File: src/rtl/uart_tx_if.sv
// Upstream byte handshake for the UART transmitter.
// The producer drives data/valid; the transmitter answers with ready.
// A byte moves on any clk edge where valid and ready are both high.
interface uart_tx_if;
    logic [7:0] data;
    logic       valid;
    logic       ready;

    modport master (output data, output valid, input ready);
    modport slave  (input data, input valid, output ready);
endinterface

File: src/rtl/uart_tx.sv
// UART transmitter: 1 start bit, 8 data bits LSB first, STOP_BITS stop bits.
// Bit timing comes from a clock-enable counter running on clk; there are no derived clocks.
// Bytes arrive over the uart_tx_if valid/ready handshake.
// The optional even-parity slot is enabled by defining UART_TX_PARITY_EN.
// When that macro is undefined, the PARITY state and all parity logic are left out.
// STOP_BITS may be 1 or 2. CLOCK_FREQ/BAUD_RATE must be at least 2.
module uart_tx #(
    parameter int BAUD_RATE  = 9600,
    parameter int CLOCK_FREQ = 38400000,
    parameter int STOP_BITS  = 1
) (
    input  logic      clk,
    input  logic      rst,
    uart_tx_if.slave  up,
    output logic      tx,
    output logic      busy
);

    localparam int CLKS_PER_BIT = CLOCK_FREQ / BAUD_RATE;
    localparam int BAUD_W       = (CLKS_PER_BIT > 1) ? $clog2(CLKS_PER_BIT) : 1;
    localparam int STOP_CLKS    = STOP_BITS * CLKS_PER_BIT;
    localparam int STOP_W       = (STOP_CLKS > 1) ? $clog2(STOP_CLKS) : 1;

    localparam logic [BAUD_W-1:0] BAUD_LAST = BAUD_W'(CLKS_PER_BIT - 1);
    localparam logic [STOP_W-1:0] STOP_LAST = STOP_W'(STOP_CLKS - 1);

    typedef enum logic [2:0] {
        S_IDLE,
        S_START,
        S_DATA,
`ifdef UART_TX_PARITY_EN
        S_PARITY,
`endif
        S_STOP
    } state_t;

    state_t             state_q, state_d;
    logic [BAUD_W-1:0]  baud_q, baud_d;
    logic [STOP_W-1:0]  stop_q, stop_d;
    logic [2:0]         bit_idx_q, bit_idx_d;
    logic [7:0]         shift_q, shift_d;
    logic               tx_q, tx_d;
    logic               ready_q, ready_d;
    logic               busy_q, busy_d;
    logic               accept;
`ifdef UART_TX_PARITY_EN
    logic               parity_q, parity_d;
`endif

    assign accept   = up.valid && ready_q;
    assign up.ready = ready_q;
    assign tx       = tx_q;
    assign busy     = busy_q;

    // Next-state logic. The outputs are computed from the next state so that every output comes straight from a flop.
    always_comb begin
        state_d   = state_q;
        baud_d    = baud_q;
        stop_d    = stop_q;
        bit_idx_d = bit_idx_q;
        shift_d   = shift_q;
`ifdef UART_TX_PARITY_EN
        parity_d  = parity_q;
`endif

        case (state_q)
            S_IDLE: begin
                if (accept) begin
                    shift_d   = up.data;
`ifdef UART_TX_PARITY_EN
                    parity_d  = ^up.data;
`endif
                    bit_idx_d = 3'd0;
                    baud_d    = '0;
                    stop_d    = '0;
                    state_d   = S_START;
                end
            end
            S_START: begin
                if (baud_q == BAUD_LAST) begin
                    baud_d    = '0;
                    bit_idx_d = 3'd0;
                    state_d   = S_DATA;
                end else begin
                    baud_d = baud_q + 1'b1;
                end
            end
            S_DATA: begin
                if (baud_q == BAUD_LAST) begin
                    baud_d  = '0;
                    shift_d = {1'b0, shift_q[7:1]};
                    if (bit_idx_q == 3'd7) begin
                        stop_d  = '0;
`ifdef UART_TX_PARITY_EN
                        state_d = S_PARITY;
`else
                        state_d = S_STOP;
`endif
                    end else begin
                        bit_idx_d = bit_idx_q + 3'd1;
                    end
                end else begin
                    baud_d = baud_q + 1'b1;
                end
            end
`ifdef UART_TX_PARITY_EN
            S_PARITY: begin
                if (baud_q == BAUD_LAST) begin
                    baud_d  = '0;
                    stop_d  = '0;
                    state_d = S_STOP;
                end else begin
                    baud_d = baud_q + 1'b1;
                end
            end
`endif
            S_STOP: begin
                if (stop_q == STOP_LAST) begin
                    stop_d  = '0;
                    baud_d  = '0;
                    state_d = S_IDLE;
                end else begin
                    stop_d = stop_q + 1'b1;
                end
            end
            default: begin
                state_d = S_IDLE;
            end
        endcase

        tx_d = 1'b1;
        case (state_d)
            S_START:  tx_d = 1'b0;
            S_DATA:   tx_d = shift_d[0];
`ifdef UART_TX_PARITY_EN
            S_PARITY: tx_d = parity_q;
`endif
            default:  tx_d = 1'b1;
        endcase

        ready_d = (state_d == S_IDLE);
        busy_d  = !ready_d;
    end

    // State and output registers. A synchronous reset abandons any frame in progress.
    always_ff @(posedge clk) begin
        if (rst) begin
            state_q   <= S_IDLE;
            baud_q    <= '0;
            stop_q    <= '0;
            bit_idx_q <= 3'd0;
            shift_q   <= 8'd0;
            tx_q      <= 1'b1;
            ready_q   <= 1'b1;
            busy_q    <= 1'b0;
`ifdef UART_TX_PARITY_EN
            parity_q  <= 1'b0;
`endif
        end else begin
            state_q   <= state_d;
            baud_q    <= baud_d;
            stop_q    <= stop_d;
            bit_idx_q <= bit_idx_d;
            shift_q   <= shift_d;
            tx_q      <= tx_d;
            ready_q   <= ready_d;
            busy_q    <= busy_d;
`ifdef UART_TX_PARITY_EN
            parity_q  <= parity_d;
`endif
        end
    end

endmodule

File: src/flat_wrapper.sv
// flat-port wrapper written by rule: the top's interface ports become plain ports
module uart_tx_flat 
#(
    parameter int BAUD_RATE  = 9600,
    parameter int CLOCK_FREQ = 38400000,
    parameter int STOP_BITS  = 1
)
  (clk, rst, tx, busy, up_data, up_valid, up_ready);
  uart_tx_if up_i ();
  input  logic clk;
  input  logic rst;
  output logic tx;
  output logic busy;
  input wire logic [$bits(up_i.data)-1:0] up_data;
  input wire logic [$bits(up_i.valid)-1:0] up_valid;
  output wire logic [$bits(up_i.ready)-1:0] up_ready;
  assign up_i.data = up_data;
  assign up_i.valid = up_valid;
  assign up_ready = up_i.ready;
  uart_tx #(.BAUD_RATE(BAUD_RATE), .CLOCK_FREQ(CLOCK_FREQ), .STOP_BITS(STOP_BITS)) u_core (.clk(clk), .rst(rst), .up(up_i), .tx(tx), .busy(busy));
endmodule
File: config.mk
export PLATFORM = sky130hd
export DESIGN_NAME = uart_tx_flat
export DESIGN_NICKNAME = d
export VERILOG_FILES = /design/src/rtl/uart_tx_if.sv /design/src/rtl/uart_tx.sv /design/src/flat_wrapper.sv
export SDC_FILE = /design/constraint.sdc
export NUM_CORES = 1
export LEC_CHECK = 0
export BUFFER_PORTS_ARGS = -buffer_cell sky130_fd_sc_hd__buf_2
export CORE_ASPECT_RATIO = 1.4
export CORE_UTILIZATION = 25
export DETAILED_ROUTE_END_ITERATION = 7
export GPL_ROUTABILITY_DRIVEN = 1
export GPL_TIMING_DRIVEN = 1
export SLEW_MARGIN = 20
export SYNTH_ARGS = -nofsm -noshare
export SYNTH_HDL_FRONTEND = slang
export SYNTH_SLANG_ARGS = --single-unit
export TNS_END_PERCENT = 5
File: constraint.sdc
create_clock -name clk -period 3.9 [get_ports clk]
set_input_delay 0.78 -clock clk [delete_from_list [all_inputs] [get_ports clk]]
set_output_delay 0.78 -clock clk [all_outputs]
set_load 0.005 [all_outputs]
==> flow_metrics.env, run 1 <==
export IMPL_cts_resized=0
export IMPL_cp_max_fo=12
export IMPL_holdWs_ns=0.476
export IMPL_synth_top_cells_by_count="dfxtp_1, nor2_1, xor2_1, nand3_1, nand2_1"
export IMPL_worstSetupPathType="register to register"
export IMPL_r2r_cells=6
export IMPL_dp_hpwl_um=3030
export IMPL_insertion_delay_ns=0.29
export IMPL_min_from="u_core.bit_idx_q[2]"
export IMPL_grt_pass1_vias=1560
export IMPL_start_kind="register"
export IMPL_diodes=0
export IMPL_cts_tree="done"
export IMPL_yosysWarnings=0
export IMPL_setup_viol=0
export IMPL_numPlacedInstances=326
export IMPL_synth_area_top_cells="dfxtp_1, xor2_1, nor2_1"
export IMPL_fp_dieArea_mm2=0.00837
export IMPL_firstDrtPassIters=6
export IMPL_clk_pin_slew_worst_paths_ns=0.08
export IMPL_synth_edff_count=0
export IMPL_antenna_found_initial=0
export IMPL_holdPathEnd="u_core.bit_idx_q[2]"
export IMPL_grt_max_degree=19
export IMPL_skew_ns=0.00302
export IMPL_synth_cell_type_count=47
export IMPL_final_max_slew_violation_count=0
export IMPL_final_antenna_net_count=0
export IMPL_wl_um=4210
export IMPL_syn_avg_cell_area_um2=9.02
export IMPL_start_util=0.258
export IMPL_drc=0
export IMPL_worst_r2r_setup_slack_ns=1.28
export IMPL_max_stage_delay_ns=0.78
export IMPL_root_buffer="clkbuf_8"
export IMPL_min_period_ns=2.62
export IMPL_p_total_mw=0.755
export IMPL_r2r_start="u_core.baud_q[1]"
export IMPL_p_per_area_mw_per_mm2=337
export IMPL_gr_total_overflow=0
export IMPL_hold_viol=0
export IMPL_rr_endpoint="u_core.shift_q[2]"
export IMPL_ys_seq_area_frac=0.410
export IMPL_rsz0062_at_grt="false"
export IMPL_worstPathRequired_ns=4.08
export IMPL_leakagePower_nw=0.814
export IMPL_crit_slowest_cell="o31ai_2"
export IMPL_slew_limit_headroom=0.460
export IMPL_synth_top_cell_by_area="dfxtp_1"
export IMPL_hp_class="register to register"
export IMPL_cts_hold_buf=0
export IMPL_cts_buffers=5
export IMPL_fmax_mhz=382
export IMPL_cts_sinks=41
export IMPL_ir_drop_mv=0.212
export IMPL_tightest_slew_ns=0.805
export IMPL_hold_depth=2
export IMPL_post_cts_buffers=0
export IMPL_die_h_um=108
export IMPL_core_mm2=0.00775
export IMPL_first_iter_violations=62
export IMPL_synthesis_nets=237
export IMPL_gp_congestion=0.780
export IMPL_synth_top_cell_area_share=0.410
export IMPL_path_cells="ha_1, nand4_1, o31ai_2, nand3b_2, a222oi_1, nor2_1"
export IMPL_ys_async_sr_fraction=0
export IMPL_area_growth_synth_to_final_pct=11.8
export IMPL_die_w_um=77.6
export IMPL_final_cells=334
export IMPL_finalNetCount=248
export IMPL_synth_area_mm2=0.00200
export IMPL_drive_above_1_share=0.158
export IMPL_status="finished clean"
export IMPL_clockBufferDepth=2
export IMPL_vias=1601
export IMPL_ios=14
export IMPL_synthCells=222
export IMPL_finalSetupTns_ns=0
export IMPL_wire_per_inst_um=12.6
export IMPL_grt_pass1_wl_um=6970
export IMPL_maxCapViolCount=0
export IMPL_io_buffers=13
export IMPL_grt_total_usage=0.106
export IMPL_synth_most_common_cell="dfxtp_1"
export IMPL_avgViaCountPerCell=4.79
export IMPL_fin_crit_sh=0.671
export IMPL_row_count=38
export IMPL_cp_data_arrival_time_ns=2.79
export IMPL_ys_seq_elements=41
export IMPL_synth_ff_type="dfxtp_1"
export IMPL_final_fill_count=830
export IMPL_cts_htree_levels=2
export IMPL_worstSetupEndpointType="register"
-- flip-flops by register name (all words and copies together), names as in the netlist --
| register | count |
|---|---|
| u_core.state_q | 3 |
| u_core.up.ready | 1 |
| u_core.stop_q | 12 |
| u_core.bit_idx_q | 3 |
| u_core.tx | 1 |
| u_core.shift_q | 8 |
| u_core.busy | 1 |
| u_core.baud_q | 12 |
-- routing by layer --
metal,vias to the layer above,part of all wire,GRT usage
li1,819,-,-
met1,758,0.43,0.108
met2,15,0.53,0.203
met3,9,0.017,0.0186
met4,0,0.021,0.0512
met5,-,0,0
-- layout by cell type, fill, tap and decap left out, types with 2 or more instances in the layout --
| cell type | count |
|---|---|
| or3b_2 | 2 |
| nand4_1 | 8 |
| a22oi_1 | 2 |
| nand4b_1 | 5 |
| nand2_1 | 13 |
| nor3b_1 | 2 |
| a21oi_1 | 5 |
| and3_1 | 4 |
| xor2_1 | 21 |
| a222oi_1 | 6 |
| nand2b_1 | 3 |
| dfxtp_1 | 41 |
| buf_2 | 13 |
| ha_1 | 4 |
| or3b_1 | 2 |
| clkbuf_8 | 5 |
| nand3_1 | 17 |
| a41oi_1 | 2 |
| nor2_1 | 37 |
| clkinv_2 | 2 |
| inv_1 | 4 |
| nor3_1 | 6 |
| o21ai_0 | 5 |
-- worst max-delay path by stage --
stage / start / to / slack [ns] / depth (start not counted)
after floorplan: u_core.bit_idx_q[0] / u_core.bit_idx_q[1] / 1.82 / 7
after global placement: u_core.baud_q[0] / u_core.shift_q[1] / 1.38 / 6
after detailed placement: u_core.baud_q[0] / u_core.shift_q[2] / 1.28 / 6
after CTS: u_core.baud_q[0] / u_core.shift_q[2] / 1.27 / 6
after global routing: u_core.baud_q[0] / u_core.shift_q[1] / 1.04 / 6
final: u_core.baud_q[1] / u_core.shift_q[2] / 1.28 / 6
-- kinds of logic after synthesis --
kind of cell	synth area share
compound gates	0.143
flops	0.410
mux	0.00500
fa+ha+maj	0.0250
other cells	0.00187
xor+xnor	0.0919
simple gates	0.292
buf+inv	0.0312
-- where the power goes --
part / internal, mW / switching [mW]
combinational: 0.0197 / 0.0285
sequential: 0.426 / 0.00705
clock: 0.124 / 0.150
total: 0.569 / 0.186
-- critical path, delay by kind of cell (launching register included) --
family	cells	cell delay, ns
compound gates	2	1.21
simple gates	3	0.73
fa+ha+maj	1	0.19
flops	1	0.37
-- stage by stage --
stage | setup slack, ns | utilization | area, um2
floorplan | 1.82 | - | 2000
global placement | 1.38 | 0.278 | 2150
detailed placement | 1.28 | 0.278 | 2150
CTS | 1.27 | 0.289 | 2240
global route | 1.04 | 0.289 | 2240
finish | 1.28 | 0.289 | 2240
-- layout make-up --
cell class | count | area, um2 | area share
multi-input cells | 167 | 1120 | 0.500
flip-flops and latches | 41 | 821 | 0.367
well taps | 100 | 125 | 0.0559
repair buffers | 14 | 72.6 | 0.0324
clock buffers | 5 | 68.8 | 0.0307
clock inverters | 3 | 17.5 | 0.00783
inverters | 4 | 15.0 | 0.00671
(Power assumes the default switching activity.)
==> run 2, diff against run 1 <==
- clock period: 3.9 -> 2.3 ns (I/O delays scaled with it)
==> run 2 against run 1 <==
  * Worst hold slack lost 0.061 ns
  * Clock skew grew 0.0034 ns
  * Core utilization is 1.2 points higher
  * Sequential share of layout area down 1.5 points
  * Die area is the same
  * First-iteration DRC count down 8.1%
  * Global-route usage rose by 0.42 points
  * Register-to-register slack worse by 1.1 ns
  * Sequential cell count is the same
  * Count of clock-buffer cells in the layout is 2 higher
  * Power up 89%
==> flow_metrics.env, run 2 (synthesis results as in run 1) <==
export IMPL_avgViaCountPerCell=4.76
export IMPL_cts_tree="done"
export IMPL_grt_pass1_vias=1573
export IMPL_cts_sinks=41
export IMPL_start_util=0.258
export IMPL_final_common_cell="dfxtp_1"
export IMPL_hold_viol=0
export IMPL_post_cts_buffers=0
export IMPL_root_buffer="clkbuf_8"
export IMPL_final_antenna_net_count=0
export IMPL_antenna_found_initial=0
export IMPL_clockBufferDepth=2
export IMPL_setup_viol=0
export IMPL_vias=1627
export IMPL_numPlacedInstances=334
export IMPL_p_sw_frac=0.219
export IMPL_combPwrFrac=0.060
export IMPL_grt_max_degree=19
export IMPL_first_iter_violations=57
export IMPL_fin_ws_ns=0.157
export IMPL_reg_largest_list="u_core.baud_q (12), u_core.stop_q (12), u_core.shift_q (8)"
export IMPL_fin_area_mm2=0.00233
export IMPL_pwr_share_seq=0.516
export IMPL_layout_common_cells="dfxtp_1, nor2_1, xor2_1"
export IMPL_fp_dieArea_mm2=0.00837
export IMPL_p_clk_frac=0.425
export IMPL_clk_pin_slew_worst_paths_ns=0.07
export IMPL_grt_pass1_wl_um=7240
export IMPL_hp_class="input pin to register"
export IMPL_p_int_mw=1.11
export IMPL_die_w_um=77.6
export IMPL_cts_buffers=5
export IMPL_insertion_delay_ns=0.30
export IMPL_drive_above_1_share=0.186
export IMPL_maxCapViolCount=0
export IMPL_cp_data_arrival_time_ns=2.31
export IMPL_final_max_slew_violation_count=0
export IMPL_leakagePower_nw=0.868
export IMPL_multi_input_area_mm2=0.00112
export IMPL_cts_htree_levels=2
export IMPL_grtUsageMet3=0.0229
export IMPL_dp_hpwl_um=3060
export IMPL_ir_drop_mv=0.575
export IMPL_gr_total_overflow=0
export IMPL_p_total_mw=1.42
export IMPL_placed_area_mm2=0.00221
export IMPL_diodes=0
export IMPL_drc=0
export IMPL_grt_total_usage=0.110
export IMPL_worstSetupPathType="register to register"
export IMPL_core_mm2=0.00775
export IMPL_met2_usage=0.193
export IMPL_skew_ns=0.00642
export IMPL_start_kind="register"
export IMPL_ios=14
export IMPL_cts_resized=0
export IMPL_grt_busiest_layer="met2"
export IMPL_final_fill_count=826
export IMPL_fmax_mhz=467
export IMPL_register_area_um2=821
export IMPL_worstPathRequired_ns=2.47
export IMPL_min_period_ns=2.14
export IMPL_cts_hold_buf=0
export IMPL_row_count=38
export IMPL_place_ws_ns=0.0833
export IMPL_wl_um=4180
export IMPL_die_h_um=108
export IMPL_final_util=0.301
export IMPL_fin_crit_sh=0.932
export IMPL_use_met1=0.122
export IMPL_gp_congestion=0.897
export IMPL_final_cells=342
export IMPL_p_per_area_mw_per_mm2=611
export IMPL_io_buffers=13
export IMPL_finalNetCount=256
export IMPL_cp_max_fo=5
export IMPL_wire_per_inst_um=12.2
export IMPL_status="finished clean"
export IMPL_p_switching_mw=0.312
export IMPL_firstDrtPassIters=5
export IMPL_worstSetupEndpointType="register"
export IMPL_area_growth_synth_to_final_pct=16.5
==> run 2: area by class of cell <==
| class | instances | share of cell area |
|---|---|---|
| multi-input cells | 167 | 0.481 |
| clock inverters | 1 | 0.0129 |
| inverters | 4 | 0.00644 |
| well taps | 100 | 0.0536 |
| flip-flops and latches | 41 | 0.352 |
| repair buffers | 22 | 0.0569 |
| clock buffers | 7 | 0.0370 |
==> run 2: final timing paths <==
| path | from | to | slack (ns) | cells after the start |
|---|---|---|---|---|
| worst max-delay path | u_core.bit_idx_q[0] | u_core.bit_idx_q[1] | 0.16 | 7 |
| worst max register to register | u_core.bit_idx_q[0] | u_core.bit_idx_q[1] | 0.16 | 7 |
| worst min register to register | u_core.bit_idx_q[1] | u_core.bit_idx_q[1] | 0.48 | 2 |
| worst min-delay path | up_data[7] | u_core.shift_q[7] | 0.42 | 3 |
==> run 2: per-stage QoR <==
stage	TNS, ns	hold slack, ns
global placement	0	0.465
floorplan	0	0.450
finish	0	0.416
global route	-0.00978	0.413
detailed placement	0	0.465
CTS	0	0.410
==> run 2: worst max-delay path, stage by stage (launching register included) <==
cell	delay, ns
dfxtp_1	0.33
ha_1	0.20
ha_1	0.22
or3b_2	0.45
a2111o_1	0.43
a21oi_2	0.21
nand2b_1	0.13
a21oi_1	0.05
==> run 2: layer usage <==
layer	wire length [um]	part of all wire
met5	0	0
met4	97	0.023
met3	99	0.024
met2	2180	0.52
met1	1800	0.43
==> run 2: power groups by stage <==
stage | clock, mW | combinational, mW | sequential [mW]
2_1_floorplan | 0 | 0.0612 | 0.746
3_3_place_gp | 0 | 0.0848 | 0.751
3_5_place_dp | 0 | 0.0858 | 0.751
4_1_cts | 0.624 | 0.0864 | 0.735
5_1_grt | 0.656 | 0.0950 | 0.737
6_report | 0.605 | 0.0848 | 0.735
